File: src/rtl/vga_capture_pkg.sv
// Shared constants and types for the VGA capture block.
// Holds the nominal 640x480@60 timing, the default bus widths, the capture
// FSM state encoding and a helper that totals one timing axis.
package vga_capture_pkg;

    localparam int H_ACTIVE_DEF = 640;
    localparam int H_FP_DEF     = 16;
    localparam int H_SYNC_DEF   = 96;
    localparam int H_BP_DEF     = 48;
    localparam int V_ACTIVE_DEF = 480;
    localparam int V_FP_DEF     = 10;
    localparam int V_SYNC_DEF   = 2;
    localparam int V_BP_DEF     = 33;
    localparam int DATA_W_DEF   = 12;
    localparam int ADDR_W_DEF   = 19;

    typedef enum logic [1:0] {
        ST_UNLOCKED = 2'd0,
        ST_MEASURE  = 2'd1,
        ST_LOCKED   = 2'd2
    } cap_state_t;

    // Full period of one axis (pixels per line or lines per frame).
    function automatic int axis_total(input int active, input int fp,
                                      input int sync, input int bp);
        return active + fp + sync + bp;
    endfunction

endpackage

File: src/rtl/vga_capture_if.sv
// Frame-buffer write port of the VGA capture block.
//   wr_en       write strobe
//   wr_addr     linear pixel address, y*H_ACTIVE+x
//   wr_data     pixel value
//   frame_start pulses with the write of address 0
//   frame_done  pulses with the write of the last address of the frame
// master: the capture block; slave: the frame-buffer RAM side.
interface vga_capture_if
    import vga_capture_pkg::*;
#(
    parameter int DATA_W = DATA_W_DEF,
    parameter int ADDR_W = ADDR_W_DEF
);
    logic              wr_en;
    logic [ADDR_W-1:0] wr_addr;
    logic [DATA_W-1:0] wr_data;
    logic              frame_start;
    logic              frame_done;

    modport master (output wr_en, wr_addr, wr_data, frame_start, frame_done);
    modport slave  (input  wr_en, wr_addr, wr_data, frame_start, frame_done);
endinterface

File: src/rtl/vga_capture_sync_edge.sv
// Two-stage register for an active-low sync input plus a falling-edge pulse.
//   clk, rst  pixel clock, asynchronous active-high reset (stages reset to 1)
//   din       raw sync input
//   fall      high while the newer stage is 0 and the older stage is 1
module vga_capture_sync_edge (
    input  logic clk,
    input  logic rst,
    input  logic din,
    output logic fall
);
    logic s1;
    logic s2;

    always_ff @(posedge clk or posedge rst) begin
        if (rst) begin
            s1 <= 1'b1;
            s2 <= 1'b1;
        end else begin
            s1 <= din;
            s2 <= s1;
        end
    end

    assign fall = s2 & ~s1;
endmodule

File: src/rtl/vga_capture.sv
// VGA receive side: locks to incoming hsync/vsync timing and writes every
// active pixel of armed frames into the frame buffer.
//   clk, rst    pixel clock, asynchronous active-high reset
//   hsync/vsync incoming syncs, active low
//   rgb_in      incoming pixel
//   capture_en  frame enable, latched at each frame start while locked
//   fb          frame-buffer write port (master)
//   locked      timing verified over a full clean frame
//   sync_err    one-cycle pulse per timing violation while measuring/locked
module vga_capture
    import vga_capture_pkg::*;
#(
    parameter int H_ACTIVE = H_ACTIVE_DEF,
    parameter int H_FP     = H_FP_DEF,
    parameter int H_SYNC   = H_SYNC_DEF,
    parameter int H_BP     = H_BP_DEF,
    parameter int V_ACTIVE = V_ACTIVE_DEF,
    parameter int V_FP     = V_FP_DEF,
    parameter int V_SYNC   = V_SYNC_DEF,
    parameter int V_BP     = V_BP_DEF,
    parameter int DATA_W   = DATA_W_DEF,
    parameter int ADDR_W   = ADDR_W_DEF
) (
    input  logic              clk,
    input  logic              rst,
    input  logic              hsync,
    input  logic              vsync,
    input  logic [DATA_W-1:0] rgb_in,
    input  logic              capture_en,
    vga_capture_if.master     fb,
    output logic              locked,
    output logic              sync_err
);
    localparam int H_TOTAL      = axis_total(H_ACTIVE, H_FP, H_SYNC, H_BP);
    localparam int V_TOTAL      = axis_total(V_ACTIVE, V_FP, V_SYNC, V_BP);
    localparam int HP_W         = $clog2(H_TOTAL + 1);
    localparam int VL_W         = $clog2(V_TOTAL + 1);
    localparam int FRAME_PIXELS = H_ACTIVE * V_ACTIVE;

    localparam logic [HP_W-1:0]   H_END    = HP_W'(H_TOTAL);
    localparam logic [HP_W-1:0]   H_LAST   = HP_W'(H_TOTAL - 1);
    localparam logic [HP_W-1:0]   H_ACT_LO = HP_W'(H_SYNC + H_BP);
    localparam logic [HP_W-1:0]   H_ACT_HI = HP_W'(H_SYNC + H_BP + H_ACTIVE - 1);
    localparam logic [VL_W-1:0]   V_END    = VL_W'(V_TOTAL);
    localparam logic [VL_W-1:0]   V_LAST   = VL_W'(V_TOTAL - 1);
    localparam logic [VL_W-1:0]   V_ACT_LO = VL_W'(V_SYNC + V_BP);
    localparam logic [VL_W-1:0]   V_ACT_HI = VL_W'(V_SYNC + V_BP + V_ACTIVE - 1);
    localparam logic [ADDR_W-1:0] A_LAST   = ADDR_W'(FRAME_PIXELS - 1);

    logic              hfall_p0;
    logic              vfall_p0;
    logic [DATA_W-1:0] pix_p0;

    cap_state_t        state_q;
    logic              meas_err_q;
    logic              arm_q;
    logic [ADDR_W-1:0] addr_q;
    logic [HP_W-1:0]   hpos_q;
    logic [VL_W-1:0]   vline_q;
    logic              vpend_q;

    logic [HP_W-1:0]   hpos_p0;
    logic [VL_W-1:0]   vline_p0;
    logic              vzero_p0;
    logic              viol_p0;
    logic              active_p0;
    logic              write_p0;

    // Stage p0: syncs and pixel registered together so edges stay aligned with data.
    vga_capture_sync_edge u_hs (.clk(clk), .rst(rst), .din(hsync), .fall(hfall_p0));
    vga_capture_sync_edge u_vs (.clk(clk), .rst(rst), .din(vsync), .fall(vfall_p0));

    always_ff @(posedge clk or posedge rst) begin
        if (rst) pix_p0 <= '0;
        else     pix_p0 <= rgb_in;
    end

    // Position of the pixel now in stage p0 and the timing checks it completes.
    // hpos_q/vline_q hold the position of the previous pixel.
    always_comb begin
        hpos_p0  = hpos_q;
        vline_p0 = vline_q;
        vzero_p0 = 1'b0;
        viol_p0  = 1'b0;
        if (hfall_p0) begin
            hpos_p0  = '0;
            viol_p0  = (hpos_q != H_LAST);
            vzero_p0 = vpend_q | vfall_p0;
            if (vzero_p0) begin
                vline_p0 = '0;
                if (vline_q != V_LAST) viol_p0 = 1'b1;
            end else if (vline_q != V_END) begin
                vline_p0 = vline_q + VL_W'(1);
            end
        end else if (hpos_q != H_END) begin
            hpos_p0 = hpos_q + HP_W'(1);
            // Line ran past its nominal length: flag once, when the count saturates.
            if (hpos_q == H_LAST) viol_p0 = 1'b1;
        end
        active_p0 = (hpos_p0 >= H_ACT_LO) && (hpos_p0 <= H_ACT_HI) &&
                    (vline_p0 >= V_ACT_LO) && (vline_p0 <= V_ACT_HI);
        // A violation suppresses the write in the same cycle that locked drops.
        write_p0  = (state_q == ST_LOCKED) && arm_q && active_p0 && !viol_p0;
    end

    // Stage p1: counters, lock FSM and frame-buffer outputs.
    always_ff @(posedge clk or posedge rst) begin
        if (rst) begin
            hpos_q         <= '0;
            vline_q        <= '0;
            vpend_q        <= 1'b0;
            state_q        <= ST_UNLOCKED;
            meas_err_q     <= 1'b0;
            arm_q          <= 1'b0;
            addr_q         <= '0;
            locked         <= 1'b0;
            sync_err       <= 1'b0;
            fb.wr_en       <= 1'b0;
            fb.wr_addr     <= '0;
            fb.wr_data     <= '0;
            fb.frame_start <= 1'b0;
            fb.frame_done  <= 1'b0;
        end else begin
            hpos_q  <= hpos_p0;
            vline_q <= vline_p0;
            // Remember a vsync fall until the hsync fall that starts the line.
            vpend_q <= hfall_p0 ? 1'b0 : (vpend_q | vfall_p0);

            sync_err       <= viol_p0 && (state_q != ST_UNLOCKED);
            fb.wr_en       <= write_p0;
            fb.frame_start <= write_p0 && (addr_q == '0);
            fb.frame_done  <= write_p0 && (addr_q == A_LAST);
            if (write_p0) begin
                fb.wr_addr <= addr_q;
                fb.wr_data <= pix_p0;
                if (addr_q != A_LAST) addr_q <= addr_q + ADDR_W'(1);
            end

            case (state_q)
                ST_UNLOCKED: begin
                    if (vzero_p0) begin
                        state_q    <= ST_MEASURE;
                        meas_err_q <= 1'b0;
                    end
                end
                ST_MEASURE: begin
                    if (vzero_p0) begin
                        if (meas_err_q || viol_p0) begin
                            meas_err_q <= 1'b0;
                        end else begin
                            state_q <= ST_LOCKED;
                            locked  <= 1'b1;
                            arm_q   <= capture_en;
                            addr_q  <= '0;
                        end
                    end else if (viol_p0) begin
                        meas_err_q <= 1'b1;
                    end
                end
                ST_LOCKED: begin
                    if (viol_p0) begin
                        state_q <= ST_UNLOCKED;
                        locked  <= 1'b0;
                    end else if (vzero_p0) begin
                        arm_q  <= capture_en;
                        addr_q <= '0;
                    end
                end
                default: begin
                    state_q <= ST_UNLOCKED;
                    locked  <= 1'b0;
                end
            endcase
        end
    end
endmodule

File: src/flat_wrapper.sv
// flat-port wrapper written by rule: the top's interface ports become plain ports
module vga_capture_flat import vga_capture_pkg::*;
#(
    parameter int H_ACTIVE = H_ACTIVE_DEF,
    parameter int H_FP     = H_FP_DEF,
    parameter int H_SYNC   = H_SYNC_DEF,
    parameter int H_BP     = H_BP_DEF,
    parameter int V_ACTIVE = V_ACTIVE_DEF,
    parameter int V_FP     = V_FP_DEF,
    parameter int V_SYNC   = V_SYNC_DEF,
    parameter int V_BP     = V_BP_DEF,
    parameter int DATA_W   = DATA_W_DEF,
    parameter int ADDR_W   = ADDR_W_DEF
)
  (clk, rst, hsync, vsync, rgb_in, capture_en, locked, sync_err, fb_wr_en, fb_wr_addr, fb_wr_data, fb_frame_start, fb_frame_done);
  vga_capture_if #(.DATA_W(DATA_W), .ADDR_W(ADDR_W)) fb_i ();
  input  logic clk;
  input  logic rst;
  input  logic hsync;
  input  logic vsync;
  input  logic [DATA_W-1:0] rgb_in;
  input  logic capture_en;
  output logic locked;
  output logic sync_err;
  output wire logic [$bits(fb_i.wr_en)-1:0] fb_wr_en;
  output wire logic [$bits(fb_i.wr_addr)-1:0] fb_wr_addr;
  output wire logic [$bits(fb_i.wr_data)-1:0] fb_wr_data;
  output wire logic [$bits(fb_i.frame_start)-1:0] fb_frame_start;
  output wire logic [$bits(fb_i.frame_done)-1:0] fb_frame_done;
  assign fb_wr_en = fb_i.wr_en;
  assign fb_wr_addr = fb_i.wr_addr;
  assign fb_wr_data = fb_i.wr_data;
  assign fb_frame_start = fb_i.frame_start;
  assign fb_frame_done = fb_i.frame_done;
  vga_capture #(.H_ACTIVE(H_ACTIVE), .H_FP(H_FP), .H_SYNC(H_SYNC), .H_BP(H_BP), .V_ACTIVE(V_ACTIVE), .V_FP(V_FP), .V_SYNC(V_SYNC), .V_BP(V_BP), .DATA_W(DATA_W), .ADDR_W(ADDR_W)) u_core (.clk(clk), .rst(rst), .hsync(hsync), .vsync(vsync), .rgb_in(rgb_in), .capture_en(capture_en), .fb(fb_i), .locked(locked), .sync_err(sync_err));
endmodule
File: config.mk
export PLATFORM = sky130hd
export DESIGN_NAME = vga_capture_flat
export DESIGN_NICKNAME = d
export VERILOG_FILES = /design/src/rtl/vga_capture_pkg.sv /design/src/rtl/vga_capture_if.sv /design/src/rtl/vga_capture_sync_edge.sv /design/src/rtl/vga_capture.sv /design/src/flat_wrapper.sv
export SDC_FILE = /design/constraint.sdc
export NUM_CORES = 1
export LEC_CHECK = 0
export ABC_AREA = 1
export CORE_ASPECT_RATIO = 0.7
export CORE_MARGIN = 5
export CORE_UTILIZATION = 61
export DETAILED_ROUTE_END_ITERATION = 12
export PLACE_DENSITY = 0.85
export REMOVE_ABC_BUFFERS = 1
export SYNTH_ARGS = -nofsm -noshare
export SYNTH_HDL_FRONTEND = slang
export SYNTH_SLANG_ARGS = --single-unit
File: constraint.sdc
create_clock -name clk -period 4.3 [get_ports clk]
set_input_delay 0.645 -clock clk [delete_from_list [all_inputs] [get_ports clk]]
set_output_delay 0.645 -clock clk [all_outputs]
set_load 0.005 [all_outputs]
# == Word-level counts from Yosys, hierarchy flattened ==
# Index checks and enable logic that the tools add are counted.
# totals
ff_bits,96
input_bits,17
output_inout_bits,36
# classes
addsub,3
order_cmp,4
n_eq_ne,17
n_mux,38
bitwise,6
reduce_logical,20
# ops
op,n
$mux W19,6
$mux W10,5
$ne A10 B10 Y1 const B,4
$pmux W19 S2,1
$add A10 B1 Y10 const B,2
$le A10 B10 Y1 const B,2
$add A19 B1 Y19 const B,1
$eq A19 B19 Y1 const B,1
$logic_not A19 Y1,1
$ne A19 B19 Y1 const B,1
$mux W1,18
$reduce_and A4 Y1,3
$eq A10 B10 Y1 const B,1
$ge A10 B6 Y1 const B,1
$ge A10 B8 Y1 const B,1
$logic_and A1 B1 Y1,9
$mux W2,4
$ne A2 B1 Y1 const B,4
$pmux W2 S3,1
$reduce_bool A2 Y1,3
$reduce_and A5 Y1,1
$ne A2 B2 Y1 const B,2
$pmux W1 S2,2
$ne A3 B1 Y1 const B,1
other kinds (10),13

# == Logic depth before layout (Yosys ltp) ==
# logic_depth
depth_word,14
depth_mapped,19
mapped_depth_nobuf,18

# == By module ==
# Synthesis repeated with hierarchy kept, for this count alone.
# unflattened
hier_cells,589
area_unflattened_um2,4792.1
# by_module_without_submodules
mod,instances,cells_per_inst,area_each_um2
vga_capture,1,579,4659.5
vga_capture_sync_edge,2,5,66.3

# == Worst setup path before layout ==
# Ideal clock, no wire load.
# synth_timing
kind,register to register
from,register u_core.u_vs.s1
to,register u_core.addr_q[16]
setup_ns,0.119
arrival_ns,2.062
setup_slack_ns,2.119
stages_incl_launch_ff,17
period_less_slack_ns,2.181
cell_sequence,dfstp_2 -> inv_1 -> a21oi_2 -> nor2_4 -> o21ai_2 -> nand3_2 -> inv_2 -> nand2_1 -> nor2_1 -> nand2_1 -> nor2_4 -> nand2_2 -> nor2_8 -> inv_2 -> buf_6 -> o21ai_2 -> nor2_2
# synth_via
elab_chain_len,14
word_cells_on_any_way,22
cone_classes,order compare (2); mux (11); bitwise (3); reduce/logical (6)
# synth_lines
item,line,source
start: declaration,vga_capture_sync_edge.sv:11,logic s1;
start signal: assignment,vga_capture_sync_edge.sv:19,s1 <= din;
$not A1 Y1 (*),vga_capture_sync_edge.sv:24,assign fall = s2 & ~s1;
$and A1 B1 Y1 (*),vga_capture_sync_edge.sv:24,
$or A1 B1 Y1 (*),vga_capture.sv:88,vzero_p0 = vpend_q | vfall_p0;
$mux W10,vga_capture.sv:89,if (vzero_p0) begin
$mux W10,vga_capture.sv:85,if (hfall_p0) begin
$ge A10 B6 Y1,vga_capture.sv:101,(vline_p0 >= V_ACT_LO) && (vline_p0 <= V_ACT_HI);
$logic_and A1 B1 Y1,vga_capture.sv:100,active_p0 = (hpos_p0 >= H_ACT_LO) && (hpos_p0 <= H_ACT_HI) &&
$logic_and A1 B1 Y1,vga_capture.sv:101,
$logic_and A1 B1 Y1 (2 in series),vga_capture.sv:103,write_p0 = (state_q == ST_LOCKED) && arm_q && active_p0 && !viol_p0;
$mux W19,vga_capture.sv:133,if (write_p0) begin
$mux W19 (on tied branches),"vga_capture.sv:164, vga_capture.sv:148",
$mux W19 (on tied branches),"vga_capture.sv:161, vga_capture.sv:147",
$pmux W19 S2 (*),vga_capture.sv:139,case (state_q)
end signal: assignment,vga_capture.sv:136,if (addr_q != A_LAST) addr_q <= addr_q + ADDR_W'(1);
end: declaration,vga_capture.sv:57,logic [ADDR_W-1:0] addr_q;
# Mark *: on every way between the ends. The rest lies on a longest branch, timed or not.
# A chain may end at the register's enable or synchronous reset.

# == Worst setup path after layout ==
# layout_timing
from,register u_core.u_hs.s2
to,register u_core.addr_q[16]
# layout_via
word_cells_on_any_way,22
cone_classes,order compare (4); mux (10); bitwise (1); reduce/logical (7)
# layout_lines
item,line,source
start: declaration,vga_capture_sync_edge.sv:12,logic s2;
start signal: assignment,vga_capture_sync_edge.sv:17,s2 <= 1'b1;
start signal: assignment,vga_capture_sync_edge.sv:20,s2 <= s1;
$and A1 B1 Y1 (*),vga_capture_sync_edge.sv:24,
$mux W10 (*),vga_capture.sv:85,
named net u_core.vline_p0[7],vga_capture.sv:63,logic [VL_W-1:0] vline_p0;
$ge A10 B6 Y1,vga_capture.sv:101,
$logic_and A1 B1 Y1,vga_capture.sv:100,
$logic_and A1 B1 Y1 (*),vga_capture.sv:101,
$logic_and A1 B1 Y1 (*) (2 in series),vga_capture.sv:103,
$mux W19 (*),vga_capture.sv:133,
$mux W19 (on tied branches),"vga_capture.sv:164, vga_capture.sv:148",
$mux W19 (on tied branches),"vga_capture.sv:161, vga_capture.sv:147",
$pmux W19 S2 (*),vga_capture.sv:139,
# Mark *: on every way through the listed nets, which the timed path passes. The rest lies on a longest branch.

==> impl_metrics.json <==
{
  "status": "complete, no violations",
  "synthFlopType": "dfrtp_1",
  "syn_to_final_growth_pct": 19.5,
  "dp_hpwl_um": 7430,
  "drive_gt1_share_pct": 9.05,
  "synth_area_sq_mm": 0.00481,
  "fin_setup_tns_ns": 0,
  "antenna_found_initial": 0,
  "synthTopCellsByCount": "nand2_1, dfrtp_1, inv_1",
  "synth.yosys.warnings": 0,
  "clock_sinks": 96,
  "drtIter0Drc": 418,
  "drc": 0,
  "place_congestion": 0.924,
  "synth-simple-area-share_pct": 29.6,
  "cts_buffers": 9,
  "fin_crit_sh_pct": 73.0,
  "coreArea_sq_mm": 0.00777,
  "yosys.area_share.adder_pct": 2.60,
  "synth_edf_count": 0,
  "grt_use_total_pct": 23.7,
  "synth_area_leader_cell": "dfrtp_1",
  "grt_pass1_wl_um": 18700,
  "async_flop_share_pct": 100,
  "port_buffers": 52,
  "setup_slack_ns": 1.16,
  "vias": 4082,
  "stdcell_count": 742,
  "synthCells": 586,
  "clock_latency_ns": 0.34,
  "period_minus_slack_ns": 3.14,
  "dp.cells": 726,
  "ys_seq_elements": 96,
  "synth_top_area_share_pct": 47.9,
  "vias_per_cell": 5.50,
  "synth.mux.area_fraction_pct": 0,
  "dr.pass1.iters": 6,
  "seq_power_share_pct": 42.8,
  "ant_nets": 0,
  "crit-reg2reg-launch": "u_core.u_hs.s2",
  "slew_headroom_pct": 32.8,
  "dieArea_sq_mm": 0.00979,
  "grt-ovfl-total": 0,
  "clock_power_share_pct": 39.7,
  "fillers": 590,
  "max_cap_viol_count": 0,
  "syn_avg_cell_area_sq_um": 8.21,
  "synth_compound_area_share_pct": 7.47,
  "wire_per_inst_um": 14.4,
  "r2r_end": "u_core.addr_q[16]",
  "internal_power_mw": 1.68,
  "start_kind": "register",
  "cts_tree": "yes",
  "synth-xor-area-share_pct": 2.19,
  "ios": 53,
  "hold_end": "u_core.u_vs.s2",
  "htree_levels": 3,
  "die-height_um": 84.3,
  "maxSlewViolCount": 0,
  "hp-start": "u_core.u_vs.s1",
  "cts_hold_buf": 0,
  "hold_violations": 0,
  "p_leak_nw": 2.69,
  "p_sw_mw": 0.665,
  "ctsLongestPathBuffers": 2,
  "required_ns": 4.53,
  "diodes": 0,
  "synth_area_leaders": "dfrtp_1, nand2_1, inv_1, nor2_1, nand3_1",
  "ff2ff_setup_slack_ns": 1.16,
  "crit_type": "register to register",
  "seq_area_frac_synth_pct": 50.1,
  "register_area_sq_mm": 0.00241,
  "place_area_sq_mm": 0.00540,
  "fmax_mhz": 318,
  "die-width_um": 116,
  "p_comb_share_pct": 17.5,
  "start_util_pct": 61.9,
  "peakVddDrop_mv": 0.364,
  "holdPathStages": 0,
  "cellPowerDensity_mw_per_mm2": 408,
  "worst_pin_slew_ns": 1.01,
  "hold_class": "register to register",
  "pre_cts_slack_ns": 1.22,
  "routed_wl_um": 10700,
  "cts.repair.resized": 0,
  "multiInputGateArea_sq_mm": 0.00201,
  "switching_share_pct": 28.3,
  "rr_worst_depth": 18,
  "cts-root-buf": "clkbuf_16",
  "finalClockSkew_ns": 0.00527,
  "arrival_ns": 3.38,
  "cp-end-kind": "register",
  "finalSetupViolations": 0,
  "postCtsSetupBuffers": 0,
  "path_clk_slew_ns": 0.07,
  "num_rows": 27,
  "yosysUniqueCellTypes": 41,
  "rsz0062_at_grt": "false",
  "crit_fanout": 50,
  "synth_top_family_by_area": "simple AND/OR/NAND/NOR gates",
  "design_area_sq_mm": 0.00575,
  "grt_start_max_net_pins": 85,
  "grt_pass1_vias": 4023,
  "final_nets": 663,
  "synth.most_common_cell": "nand2_1"
}
## cell type report
cell class	count	share of cell area, %
clock buffers	9	3.92
clock inverters	7	2.20
inverters	78	5.16
multi-input cells	395	35.1
flip-flops and latches	96	41.9
well taps	101	2.20
repair buffers	56	9.58
## routing by layer
layer / wire [um] / GRT usage (%) / share of wire [%] / vias up
met4: 106 / 6.32 / 0.99 / 0
met5: 0 / 0 / 0 / -
li1: - / - / - / 1973
met2: 4910 / 36.3 / 46 / 170
met1: 4710 / 32.8 / 44 / 1929
met3: 947 / 7.71 / 8.9 / 10
## power groups by stage
stage          registers (mW)  logic [mW]  clock network (mW)
3_5_place_dp             1.02       0.399                   0
6_report                 1.00       0.411               0.931
2_1_floorplan            1.01       0.274                   0
5_1_grt                  1.01       0.461               0.984
3_3_place_gp             1.02       0.385                   0
4_1_cts                  1.00       0.409               0.946
## metrics by stage
step | power (mW) | util [%] | hold slack, ns
after floorplan | 1.28 | - | 0.354
after global placement | 1.40 | 69.4 | 0.356
after detailed placement | 1.42 | 69.4 | 0.360
after CTS | 2.36 | 74.0 | 0.369
after global routing | 2.46 | 74.0 | 0.376
final | 2.34 | 74.0 | 0.369
## flip-flops by register name (all words and copies together), names as in the netlist, 2 cells and up
| name | cells |
|---|---|
| u_core.pix_p0 | 12 |
| u_core.vline_q | 10 |
| u_core.state_q | 2 |
| u_core.fb.wr_addr | 19 |
| u_core.hpos_q | 10 |
| u_core.fb.wr_data | 12 |
| u_core.addr_q | 19 |
## cells in the final DEF (no fill, tap or decap), types with 2 or more instances in the layout
cell	Yosys	layout
nand2_1	145	145
dfrtp_1	92	92
inv_1	71	70
nor2_1	64	64
clkdlybuf4s50_1	0	52
nand3_1	37	37
o21ai_1	29	29
nand4_1	21	21
o21ai_0	17	17
nor3_1	10	10
xor2_1	10	10
ha_1	10	10
a21oi_1	9	9
clkbuf_16	0	9
nor2_2	7	7
inv_2	5	5
nor2_4	4	4
nand3b_1	4	4
nor4_1	4	4
buf_4	3	4
dfstp_2	4	4
o21ai_2	3	3
bufinv_16	0	3
nand2_2	2	2
a21oi_2	2	2
nor3_2	2	2
xnor2_1	2	2
nor4_2	2	2
inv_6	0	2
## kinds of logic after synthesis
family                   count (synthesis)
AO/OA/AOI/OAI                           65
XOR/XNOR                                12
adder cells (fa/ha/maj)                 10
buffers and inverters                   95
flip-flops                              96
AND/OR/NAND/NOR                        308
## worst max-delay path, stage by stage (launching register included)
cell and delay (ns):
dfstp_2 0.51, inv_1 0.03, nor2_1 0.08, buf_4 0.25
inv_1 0.26, nor2_4 0.26, inv_1 0.08, nand2_1 0.08
nor2_2 0.04, nor2_2 0.09, nand2_1 0.05, nor2_1 0.08
nand2_1 0.11, nand2_2 0.13, nor2_8 0.04, inv_2 0.58
nand2_1 0.14, o21ai_1 0.14, nor2_2 0.04
## how the worst max path moves through the flow
stage	start	end	slack, ns
floorplan	u_core.u_hs.s2	u_core.addr_q[16]	0.77
global placement	u_core.u_hs.s2	u_core.addr_q[16]	1.39
detailed placement	u_core.u_hs.s2	u_core.addr_q[16]	1.22
CTS	u_core.u_hs.s2	u_core.addr_q[16]	1.17
global route	u_core.u_hs.s2	u_core.addr_q[16]	0.86
finish	u_core.u_hs.s2	u_core.addr_q[16]	1.16
No activity file was read; power rests on OpenSTA's default activity.
